**src/rtl/lsu_stage.sv**
```systemverilog
// Load/store unit stage: one outstanding memory access, byte-lane steering, load extension and BUSY timeout.
// Optional feature macro: LSU_MISALIGN_TRAP_EN (trap misaligned half/word accesses instead of issuing them).
module lsu_stage #(
   parameter int DATA_WIDTH     = 32,
   parameter int TIMEOUT_CYCLES = 16
) (
   input  logic                  clk,
   input  logic                  rst,
   input  logic [DATA_WIDTH-1:0] ALUResult,
   input  logic [DATA_WIDTH-1:0] WriteData,
   input  logic                  MemRead,
   input  logic                  MemWrite,
   input  logic [2:0]            funct3,
   output logic                  Stall,
   output logic [DATA_WIDTH-1:0] ReadData,
   output logic                  LoadValid,
   output logic                  MisalignErr,
   output logic                  BusErr,
   output logic [DATA_WIDTH-1:0] MemAddr,
   output logic [DATA_WIDTH-1:0] MemWData,
   output logic [3:0]            MemBE,
   output logic                  MemWE,
   output logic                  MemReq,
   input  logic                  MemReady,
   input  logic [DATA_WIDTH-1:0] MemRData
);

   localparam logic [1:0] IDLE = 2'd0;
   localparam logic [1:0] BUSY = 2'd1;
   localparam logic [1:0] RESP = 2'd2;

   // Picks the addressed lane out of the returned word and sign/zero extends it.
   function automatic logic [31:0] extend_load(input logic [31:0] word, input logic [1:0] lane,
                                               input logic [2:0] f3);
      logic [7:0]  b;
      logic [15:0] h;
      case (lane)
         2'd0:    b = word[7:0];
         2'd1:    b = word[15:8];
         2'd2:    b = word[23:16];
         default: b = word[31:24];
      endcase
      h = lane[1] ? word[31:16] : word[15:0];
      case (f3)
         3'b000:  extend_load = {{24{b[7]}}, b};
         3'b001:  extend_load = {{16{h[15]}}, h};
         3'b100:  extend_load = {24'd0, b};
         3'b101:  extend_load = {16'd0, h};
         default: extend_load = word;
      endcase
   endfunction

   logic [1:0]  state_q, state_d;
   logic [7:0]  cnt_q, cnt_d;
   logic [1:0]  lane_q;
   logic [2:0]  f3_q;
   logic        load_q;
   logic [31:0] rdata_q, addr_q, wdata_q;
   logic [3:0]  be_q;
   logic        we_q, lv_q, buserr_q;
   logic        req_s, accept_s, misalign_s, done_s, timeout_s;
   logic [3:0]  be_s;
   logic [31:0] wdata_s;

   assign req_s     = MemRead | MemWrite;
   assign accept_s  = (state_q == IDLE) && req_s;
   assign done_s    = (state_q == BUSY) && MemReady;
   assign timeout_s = (state_q == BUSY) && !MemReady && (cnt_q == 8'(TIMEOUT_CYCLES - 1));

   // Byte enables and lane-replicated store data for the incoming access.
   always_comb begin
      be_s    = 4'b1111;
      wdata_s = WriteData;
      case (funct3)
         3'b000, 3'b100: begin
            be_s    = 4'b0001 << ALUResult[1:0];
            wdata_s = {4{WriteData[7:0]}};
         end
         3'b001, 3'b101: begin
            be_s    = 4'b0011 << {ALUResult[1], 1'b0};
            wdata_s = {2{WriteData[15:0]}};
         end
         default: begin
            be_s    = 4'b1111;
            wdata_s = WriteData;
         end
      endcase
   end

`ifdef LSU_MISALIGN_TRAP_EN
   // Misalignment detection for the incoming access.
   always_comb begin
      case (funct3)
         3'b000, 3'b100: misalign_s = 1'b0;
         3'b001, 3'b101: misalign_s = ALUResult[0];
         default:        misalign_s = |ALUResult[1:0];
      endcase
   end
`else
   assign misalign_s = 1'b0;
`endif

   // Next-state and BUSY cycle counter.
   always_comb begin
      state_d = state_q;
      cnt_d   = cnt_q;
      case (state_q)
         IDLE: begin
            if (req_s) begin
               cnt_d   = 8'd0;
               state_d = misalign_s ? RESP : BUSY;
            end else begin
               state_d = IDLE;
            end
         end
         BUSY: begin
            if (MemReady || timeout_s) begin
               state_d = RESP;
            end else begin
               cnt_d = cnt_q + 8'd1;
            end
         end
         RESP:    state_d = IDLE;
         default: state_d = IDLE;
      endcase
   end

   // FSM state plus the access latched at accept, held stable for the whole BUSY phase.
   always_ff @(posedge clk or posedge rst) begin
      if (rst) begin
         state_q <= IDLE;
         cnt_q   <= 8'd0;
         lane_q  <= 2'd0;
         f3_q    <= 3'd0;
         load_q  <= 1'b0;
         addr_q  <= 32'd0;
         wdata_q <= 32'd0;
         be_q    <= 4'd0;
         we_q    <= 1'b0;
      end else begin
         state_q <= state_d;
         cnt_q   <= cnt_d;
         if (accept_s) begin
            lane_q  <= ALUResult[1:0];
            f3_q    <= funct3;
            load_q  <= !MemWrite;
            addr_q  <= {ALUResult[31:2], 2'b00};
            wdata_q <= wdata_s;
            be_q    <= be_s;
            we_q    <= MemWrite && !misalign_s;
         end else if (done_s || timeout_s) begin
            we_q <= 1'b0;
         end else begin
            we_q <= we_q;
         end
      end
   end

   // Load result and completion/error pulses, all launched into the RESP cycle.
   always_ff @(posedge clk or posedge rst) begin
      if (rst) begin
         rdata_q  <= 32'd0;
         lv_q     <= 1'b0;
         buserr_q <= 1'b0;
      end else begin
         lv_q     <= done_s && load_q;
         buserr_q <= timeout_s;
         if (done_s && load_q) begin
            rdata_q <= extend_load(MemRData, lane_q, f3_q);
         end else if ((timeout_s && load_q) || (accept_s && misalign_s && !MemWrite)) begin
            rdata_q <= 32'd0;
         end else begin
            rdata_q <= rdata_q;
         end
      end
   end

`ifdef LSU_MISALIGN_TRAP_EN
   logic mis_q;

   // Misalignment pulse lands in the RESP cycle that directly follows the accept.
   always_ff @(posedge clk or posedge rst) begin
      if (rst) begin
         mis_q <= 1'b0;
      end else begin
         mis_q <= accept_s && misalign_s;
      end
   end
   assign MisalignErr = mis_q;
`else
   assign MisalignErr = 1'b0;
`endif

   assign Stall     = !rst && (accept_s || (state_q == BUSY));
   assign MemReq    = (state_q == BUSY);
   assign ReadData  = rdata_q;
   assign LoadValid = lv_q;
   assign BusErr    = buserr_q;
   assign MemAddr   = addr_q;
   assign MemWData  = wdata_q;
   assign MemBE     = be_q;
   assign MemWE     = we_q;

endmodule

```
**config.mk**
```make
export PLATFORM = sky130hd
export DESIGN_NAME = lsu_stage
export DESIGN_NICKNAME = d
export VERILOG_FILES = /design/src/rtl/lsu_stage.sv
export SDC_FILE = /design/constraint.sdc
export NUM_CORES = 1
export LEC_CHECK = 0
export ABC_AREA = 1
export CORE_MARGIN = 8
export CORE_UTILIZATION = 45
export DETAILED_ROUTE_END_ITERATION = 12
export PLACE_DENSITY = 0.85
export SETUP_SLACK_MARGIN = 0.5
export SLEW_MARGIN = 25
export SYNTH_ARGS = -nofsm -noshare
export SYNTH_HDL_FRONTEND = slang
export SYNTH_SLANG_ARGS = --single-unit
```
**constraint.sdc**
```tcl
create_clock -name clk -period 4.7 [get_ports clk]
set_input_delay 0.94 -clock clk [delete_from_list [all_inputs] [get_ports clk]]
set_output_delay 0.94 -clock clk [all_outputs]
set_load 0.005 [all_outputs]
```
=== Word-level counts from Yosys, hierarchy flattened ===
Cells that the tools add are included.

* Output and inout bits: 106
* Logic and storage cells: 67
* Register bits: 117
* Input port bits: 104

* Shifts and indexed selects: 2
* Reductions and logical operators: 23
* Bitwise gates (word level): 1
* Mux-type cells: 15
* Equal/unequal tests: 13
* Add/subtract/negate cells: 1

{| class="wikitable"
|+ Operators with widths
! operator !! number
|-
| one-hot mux 32 bit (4 select lines) || 1
|-
| 2-to-1 mux 32 bit || 2
|-
| one-hot mux 32 bit (2 select lines) || 1
|-
| one-hot mux 8 bit (3 select lines) || 1
|-
| 2-to-1 mux 16 bit || 1
|-
| 2-to-1 mux 8 bit || 2
|-
| one-hot mux 8 bit (2 select lines) || 1
|-
| == test 3 bit (second input constant) || 4
|-
| adder 8 x 1 -> 8 bit (second input constant) || 1
|-
| == test 8 x 4 -> 1 bit (second input constant) || 1
|-
| one-hot mux 4 bit (2 select lines) || 1
|-
| logical AND 1 bit || 7
|-
| == test 3 x 1 -> 1 bit (second input constant) || 2
|-
| zero test 3 bit || 2
|-
| nonzero test 2 bit || 3
|-
| == test 2 x 1 -> 1 bit (second input constant) || 2
|-
| zero test 2 bit || 2
|-
| inequality test 2 bit (second input constant) || 2
|-
| one-hot mux 2 bit (2 select lines) || 1
|-
| OR reduction 2 bit || 2
|-
| << shifter 1 x 2 -> 4 bit (first input constant) || 1
|-
| << shifter 2 x 2 -> 4 bit (first input constant) || 1
|-
| zero test 1 bit || 3
|-
| logical OR 1 bit || 3
|-
| 6 further kinds || 8
|}

=== Longest topological paths before layout ===
Gate-level depths: netlist (run 1).

* Depth after elaboration: 6
* Gate-level depth with buffers: 10
* Depth with buffers taken out: 8

=== Worst setup path before layout (run 1) ===
OpenSTA, ideal clock, no wires.

* Kind: in2out
* Start: in MemWrite
* End: out Stall
* Buffers on the path: 1
* Data arrival time: 1561 ps
* Stages on the path: 5
* Required time: 3760 ps
* Setup slack: 2199 ps
* Cells stage by stage: nor2_1 nor2_2 nand2_4 clkbuf_1 a21oi_1

* Longest elaborated chain between the ends: 4

{| class="wikitable"
|+ Ends and longest elaborated chain
! element !! line !! RTL
|-
| from (decl) || 12 || <nowiki>input logic MemWrite,</nowiki>
|-
| OR 1 bit || 65 || <nowiki>assign req_s = MemRead | MemWrite;</nowiki>
|-
| logical AND 1 bit || 66 || <nowiki>assign accept_s = (state_q == IDLE) && req_s;</nowiki>
|-
| logical OR 1 bit || 194 || <nowiki>assign Stall = !rst && (accept_s || (state_q == BUSY));</nowiki>
|-
| logical AND 1 bit || 194 ||
|-
| to (decl) || 14 || <nowiki>output logic Stall,</nowiki>
|}

No other way between the ends.

=== Worst setup path in the final report (run 1) ===
Same ends and word-level chain as after synthesis.

==> results of run 1 <==
-- tightest hold or removal path, stage by stage (launching register included) --
cell and delay [ns]:
dfrtp_1 0.34, nand2_1 0.05, nand2_1 0.05
-- Yosys cell counts --
library cell	instances	area, um^2
inv_6	1	8.760
inv_1	34	127.6
buf_6	10	112.6
nand3_2	22	220.2
o21ai_0	35	175.2
dfrtp_1	117	2928
nand2_1	295	1107
inv_2	4	15.01
nor2_2	4	25.02
o21ai_4	1	16.27
nand4_1	1	6.260
clkbuf_1	11	41.29
o21bai_1	2	15.01
nor2_4	2	22.52
nand2_2	2	12.51
nor3b_1	1	7.510
conb_1	1	3.750
nand2_4	5	56.30
o21ai_2	5	43.79
xor2_1	2	17.52
nand3_4	2	35.03
nand3b_1	1	7.510
a21oi_1	53	265.3
inv_4	1	6.260
nand3_1	28	140.1
buf_4	7	52.55
a31oi_1	12	75.07
a22oi_1	6	45.04
ha_1	1	12.51
clkinv_1	1	3.750
clkbuf_2	1	5.000
buf_2	13	65.06
nor2_1	50	187.7
-- per-layer routing --
layer | up-vias | GRT usage, % | share of wire (%)
li1 | 2704 | - | -
met1 | 2585 | 25.22 | 37
met2 | 264 | 36.56 | 49
met3 | 25 | 10.20 | 13
met4 | 0 | 8.197 | 1.4
met5 | - | 0 | 0
-- path summary, 6_finish.rpt --
kind | startpoint | endpoint | slack (ns) | cells after the start
min | MemAddr[16]$_DFFE_PP0P_ | MemAddr[16]$_DFFE_PP0P_ | 0.48 | 2
max reg2reg | state_q[1]$_DFFE_PP0P_ | ReadData[20]$_DFFE_PP0P_ | 2.46 | 8
min in group asynchronous | rst | MemAddr[8]$_DFFE_PP0P_ | 1.09 | 2
min reg2reg | MemAddr[16]$_DFFE_PP0P_ | MemAddr[16]$_DFFE_PP0P_ | 0.48 | 2
max | MemWrite | Stall | 1.41 | 6
max in group asynchronous | rst | f3_q[1]$_DFFE_PP0P_ | 2.71 | 3
-- logic make-up after synthesis --
kind of cell	Yosys count	share of synthesized area [%]
flops	117	49.94
xor+xnor	2	0.2988
other cells	1	0.06396
buf+inv	83	7.469
fa+ha+maj	1	0.2134
simple gates	413	31.18
compound gates	114	10.84
-- power groups by stage --
stage | Combinational [mW] | Clock, mW | Sequential (mW)
final | 2.31 | 1.27 | 1.80
after global routing | 2.57 | 1.33 | 1.86
after CTS | 2.34 | 1.29 | 1.79
after detailed placement | 2.32 | 0 | 1.80
after global placement | 2.27 | 0 | 1.79
after floorplan | 1.18 | 0 | 1.74
-- stage by stage --
step / hold slack (ns) / instance area, um^2
finish: 0.4756 / 8503
global route: 0.4990 / 8503
CTS: 0.4786 / 8502
detailed placement: 0.4637 / 7926
global placement: 0.4604 / 7926
floorplan: 0.4724 / 5871
-- flip-flops by register name, indices dropped and copies added (netlist names), 2 cells and up --
name,cells
MemBE,4
lane_q,2
ReadData,32
f3_q,3
MemAddr,30
MemWData,32
cnt_q,8
state_q,2
-- cell usage in the layout, fill, tap and decap left out, types with 2 or more instances in the layout --
cell type        count
a21oi_1             53
a22oi_1              6
a31oi_1             12
buf_4                7
bufinv_16            2
clkbuf_1             3
clkbuf_16           17
clkbuf_8             5
clkdlybuf4s50_1    206
clkinv_2             2
conb_1               3
dfrtp_1            116
inv_1               33
inv_2                4
inv_4                2
nand2_1            295
nand2_2              2
nand2_4              5
nand3_1             28
nand3_2             22
nand3_4              2
nor2_1              50
nor2_2               4
nor2_4               2
o21ai_0             35
o21ai_2              5
o21bai_1             2
xor2_1               2
-- cell type report --
type	count	area [um^2]
clock inverter	4	70.07
clock buffer	25	505.5
fill	1042	4168
inverter	41	163.9
multi-input combinational	533	2505
tap	172	215.2
timing repair buffer	213	2115
sequential	117	2929
==> results.py, run 1 <==
metrics = {
    "power_and_ir_drop": {
        "p_leak_nw": 4.046,
        "combPwrFrac_pct": 42.9,
        "p_int_mw": 3.460,
        "powerDensity_nw_per_um2": 631.7,
        "peakVddDrop_mv": 0.3127,
        "power_frac_seq_pct": 33.4,
        "swShare_pct": 35.59,
        "power.switching_mw": 1.912,
        "clock_power_share_pct": 23.6,
        "finalPower_mw": 5.372,
    },
    "timing": {
        "finalHoldViolations": 0,
        "worstMarginPinSlew_ns": 0.9331,
        "fmaxAchievable_ghz": 0.3037,
        "finClkSkew_ns": 0.004402,
        "slew_headroom_pct": 37.72,
        "period_share_pct": 70.07,
        "fin_setup_tns_ns": 0,
        "finalCriticalPeriod_ns": 3.293,
        "rsz0062_at_grt": "false",
        "setup_viol": 0,
        "slew_viol_final": 0,
        "worst_slack_ns": 1.407,
    },
    "critical_path": {
        "path_cells": "clkdlybuf4s50_1 > nor2_1 > nor2_2 > nand2_4 > a21oi_1 > clkdlybuf4s50_1",
        "critPathBufInv": 2,
        "worst_path_most_repeated_cell": "clkdlybuf4s50_1",
        "critical_path.top_delay_family": "buffers and inverters",
        "cp_slowest_cell": "clkdlybuf4s50_1",
        "cpPeakStageDelay_ns": 0.54,
        "critPathKind": "in -> out",
        "end_kind": "output pin",
        "worstSetupStartpointType": "primary input",
        "arrival_ns": 2.35,
        "path_max_fanout": 3,
        "critical_path_required_ns": 3.76,
    },
    "route": {
        "vias_per_cell": 5.048,
        "drt-initial-drc-count": 445,
        "drc": 0,
        "vias": 5578,
        "ant_nets": 0,
        "wirelength_mm": 18.50,
        "wire_per_inst_um": 16.74,
        "firstDrtPassIters": 5,
    },
    "placement": {
        "dp.cells": 1076,
        "dp_hpwl_mm": 13.37,
        "gp_congestion": 0.9140,
        "portBuffers": 206,
        "place_ws_ns": 1.387,
    },
    "final_layout": {
        "area_growth_pct": 45.03,
        "layout-drive-gt1-share_pct": 9.003,
        "final_util_pct": 67.11,
        "fin_nets": 1028,
        "antennaDiodeCount": 0,
        "stdcell_count": 1105,
    },
    "clock_network": {
        "clk_latency_ns": 0.41,
        "cts_setup_buffers": 0,
        "hold_buffers": 0,
        "clock-sinks": 117,
        "clockBufferDepth": 2,
        "numCtsBuffers": 17,
        "htreeDepth": 4,
        "cts_tree": "done",
        "cts_resized": 0,
        "clk_transition_reported_paths_ns": 0.05,
        "cts-root-buf": "clkbuf_16",
    },
    "floorplanning": {
        "core_area_um2": 12670,
        "boundaryPins": 210,
        "rows": 41,
        "fp.dieH_um": 130.1,
        "die_w_um": 130.1,
        "start_util_pct": 46.27,
        "dieArea_um2": 16940,
    },
    "global_route": {
        "grt_max_degree": 78,
        "grt_pass1_vias": 5744,
        "grt_pass1_wl_mm": 29.15,
        "gr-usage-all-layers_pct": 22.36,
        "grt-ovfl-total": 0,
        "antenna_found_initial": 0,
    },
    "synthesis": {
        "synth-seq-cells": 117,
        "seq_area_frac_synth_pct": 49.94,
        "ys_warn_count": 0,
        "synthCells": 731,
        "ys_types": 33,
        "syn-mean-instance-area_um2": 8.021,
        "syn-cell-area_um2": 5863,
    },
    "run": {
        "maxCapViolations": 0,
    },
    "outcome": {
        "status": "finished, final reports clean",
    },
    "hold_path": {
        "min_path_type": "reg -> reg",
    },
}
(Power assumes the default switching activity.)
==> run 2, diff against run 1 <==
==> constraint.sdc (replaced) <==
create_clock -name clk -period 3.4 [get_ports clk]
set_input_delay 0.68 -clock clk [delete_from_list [all_inputs] [get_ports clk]]
set_output_delay 0.68 -clock clk [all_outputs]
set_load 0.005 [all_outputs]
==> results.py, run 2 (synthesis results as in run 1) <==
metrics = {
    "clock_network": {
        "clk_latency_ns": 0.40,
        "clockBufferDepth": 2,
        "cts_tree": "done",
        "cts_resized": 0,
        "clock-sinks": 117,
        "numCtsBuffers": 17,
        "htreeDepth": 4,
        "cts-root-buf": "clkbuf_16",
        "cts_setup_buffers": 0,
        "clk_transition_reported_paths_ns": 0.06,
        "hold_buffers": 0,
    },
    "route": {
        "drc": 0,
        "vias_per_cell": 5.087,
        "vias": 5642,
        "wire_per_inst_um": 16.69,
        "ant_nets": 0,
        "drt-initial-drc-count": 395,
        "firstDrtPassIters": 6,
        "wirelength_mm": 18.51,
    },
    "timing": {
        "slew_headroom_pct": 38.59,
        "worst_slack_ns": 0.6693,
        "fin_setup_tns_ns": 0,
        "slew_viol_final": 0,
        "setup_viol": 0,
        "finalCriticalPeriod_ns": 2.731,
        "finalHoldViolations": 0,
        "worstMarginPinSlew_ns": 0.9178,
        "finClkSkew_ns": 0.006587,
        "period_share_pct": 80.31,
        "fmaxAchievable_ghz": 0.3662,
        "rsz0062_at_grt": "false",
    },
    "final_layout": {
        "area_growth_pct": 46.35,
        "layout-drive-gt1-share_pct": 9.392,
        "fill_cells": 1048,
        "antennaDiodeCount": 0,
        "final-seq-area_um2": 2928,
        "stdcell_count": 1109,
        "multiInputGateArea_um2": 2505,
        "fin_nets": 1030,
        "mostFrequentLayoutCells": "295 x nand2_1, 206 x clkdlybuf4s50_1, 117 x dfrtp_1, 53 x a21oi_1, 50 x nor2_1",
        "final_common_cell": "nand2_1",
    },
    "floorplanning": {
        "boundaryPins": 210,
        "rows": 41,
        "fp.dieH_um": 130.1,
        "dieArea_um2": 16940,
        "start_util_pct": 46.27,
        "die_w_um": 130.1,
        "core_area_um2": 12670,
    },
    "placement": {
        "portBuffers": 206,
        "place_ws_ns": 0.6576,
        "dp_hpwl_mm": 13.59,
        "gp_congestion": 0.9074,
        "dp.cells": 1078,
    },
    "power_and_ir_drop": {
        "p_leak_nw": 4.077,
        "powerDensity_nw_per_um2": 878.8,
        "peakVddDrop_mv": 0.3953,
    },
    "critical_path": {
        "reg2reg_from": "state_q[1]$_DFFE_PP0P_",
        "setup.worst_path.start": "MemWrite",
        "cp-endpoint": "Stall",
        "rrSetupSlack_ns": 1.46,
        "critical_path_required_ns": 2.72,
        "critPathKind": "in -> out",
        "end_kind": "output pin",
        "arrival_ns": 2.05,
        "rr_worst_depth": 8,
        "worstReg2RegEnd": "ReadData[10]$_DFFE_PP0P_",
        "worstSetupStartpointType": "primary input",
        "path_max_fanout": 3,
    },
    "run": {
        "maxCapViolations": 0,
    },
    "global_route": {
        "grt_pass1_vias": 5715,
        "antenna_found_initial": 0,
        "grt_max_degree": 78,
        "grt_pass1_wl_mm": 29.62,
        "grt-ovfl-total": 0,
        "gr-usage-all-layers_pct": 22.36,
    },
    "hold_path": {
        "min_path_type": "reg -> reg",
    },
    "outcome": {
        "status": "finished, final reports clean",
    },
}
-- run 2: cell count changes in the layout (fill, tap and decap cells not counted), sizes merged --
cell / delta
buf: +2
clkinvlp: +2
inv: -1
clkbuf: -3
bufinv: +1
clkinv: +3
-- run 2: area by class of cell --
| type | instances | area share (%) |
|---|---|---|
| clock buffers | 22 | 5.526 |
| clock inverters | 9 | 1.473 |
| inverters | 41 | 1.925 |
| multi-input cells | 533 | 29.19 |
| flip-flops and latches | 117 | 34.12 |
| well taps | 172 | 2.508 |
| repair buffers | 215 | 25.26 |
-- run 2: stage by stage --
stage               hold WS [ns]  utilization, %  total power [mW]  area [um^2]
floorplan                 0.4724               -             4.040         5874
global placement          0.4608           62.98             5.657         7980
detailed placement        0.4642           62.98             5.749         7980
CTS                       0.4798           67.72             7.605         8581
global route              0.5036           67.72             8.076         8581
finish                    0.4751           67.72             7.541         8581
-- run 2: per-layer routing --
layer	global-route usage [%]	part of all wire [%]
met4	7.719	2.3
met1	26.65	38
met2	35.59	48
met3	9.506	12
met5	0	0
-- run 2: critical path: stages --
cell and delay, ns:
clkdlybuf4s50_1 0.49, nor2_1 0.06, nor2_2 0.12, nand2_4 0.07, a21oi_1 0.12, clkdlybuf4s50_1 0.51
-- run 2: report_power, final --
part           switching, mW  internal, mW  leakage (nW)
clock                  0.616          1.20         0.296
sequential             0.433          2.01          1.44
combinational           1.64          1.64          2.34
-- run 2: worst min-delay path by stage --
stage | startpoint | end | slack [ns] | cells after the start
floorplan | MemAddr[10]$_DFFE_PP0P_ | MemAddr[10]$_DFFE_PP0P_ | 0.47 | 2
global placement | MemAddr[11]$_DFFE_PP0P_ | MemAddr[11]$_DFFE_PP0P_ | 0.46 | 2
detailed placement | MemAddr[26]$_DFFE_PP0P_ | MemAddr[26]$_DFFE_PP0P_ | 0.46 | 2
CTS | MemAddr[26]$_DFFE_PP0P_ | MemAddr[26]$_DFFE_PP0P_ | 0.48 | 2
global route | MemAddr[14]$_DFFE_PP0P_ | MemAddr[14]$_DFFE_PP0P_ | 0.50 | 2
finish | MemAddr[26]$_DFFE_PP0P_ | MemAddr[26]$_DFFE_PP0P_ | 0.48 | 2
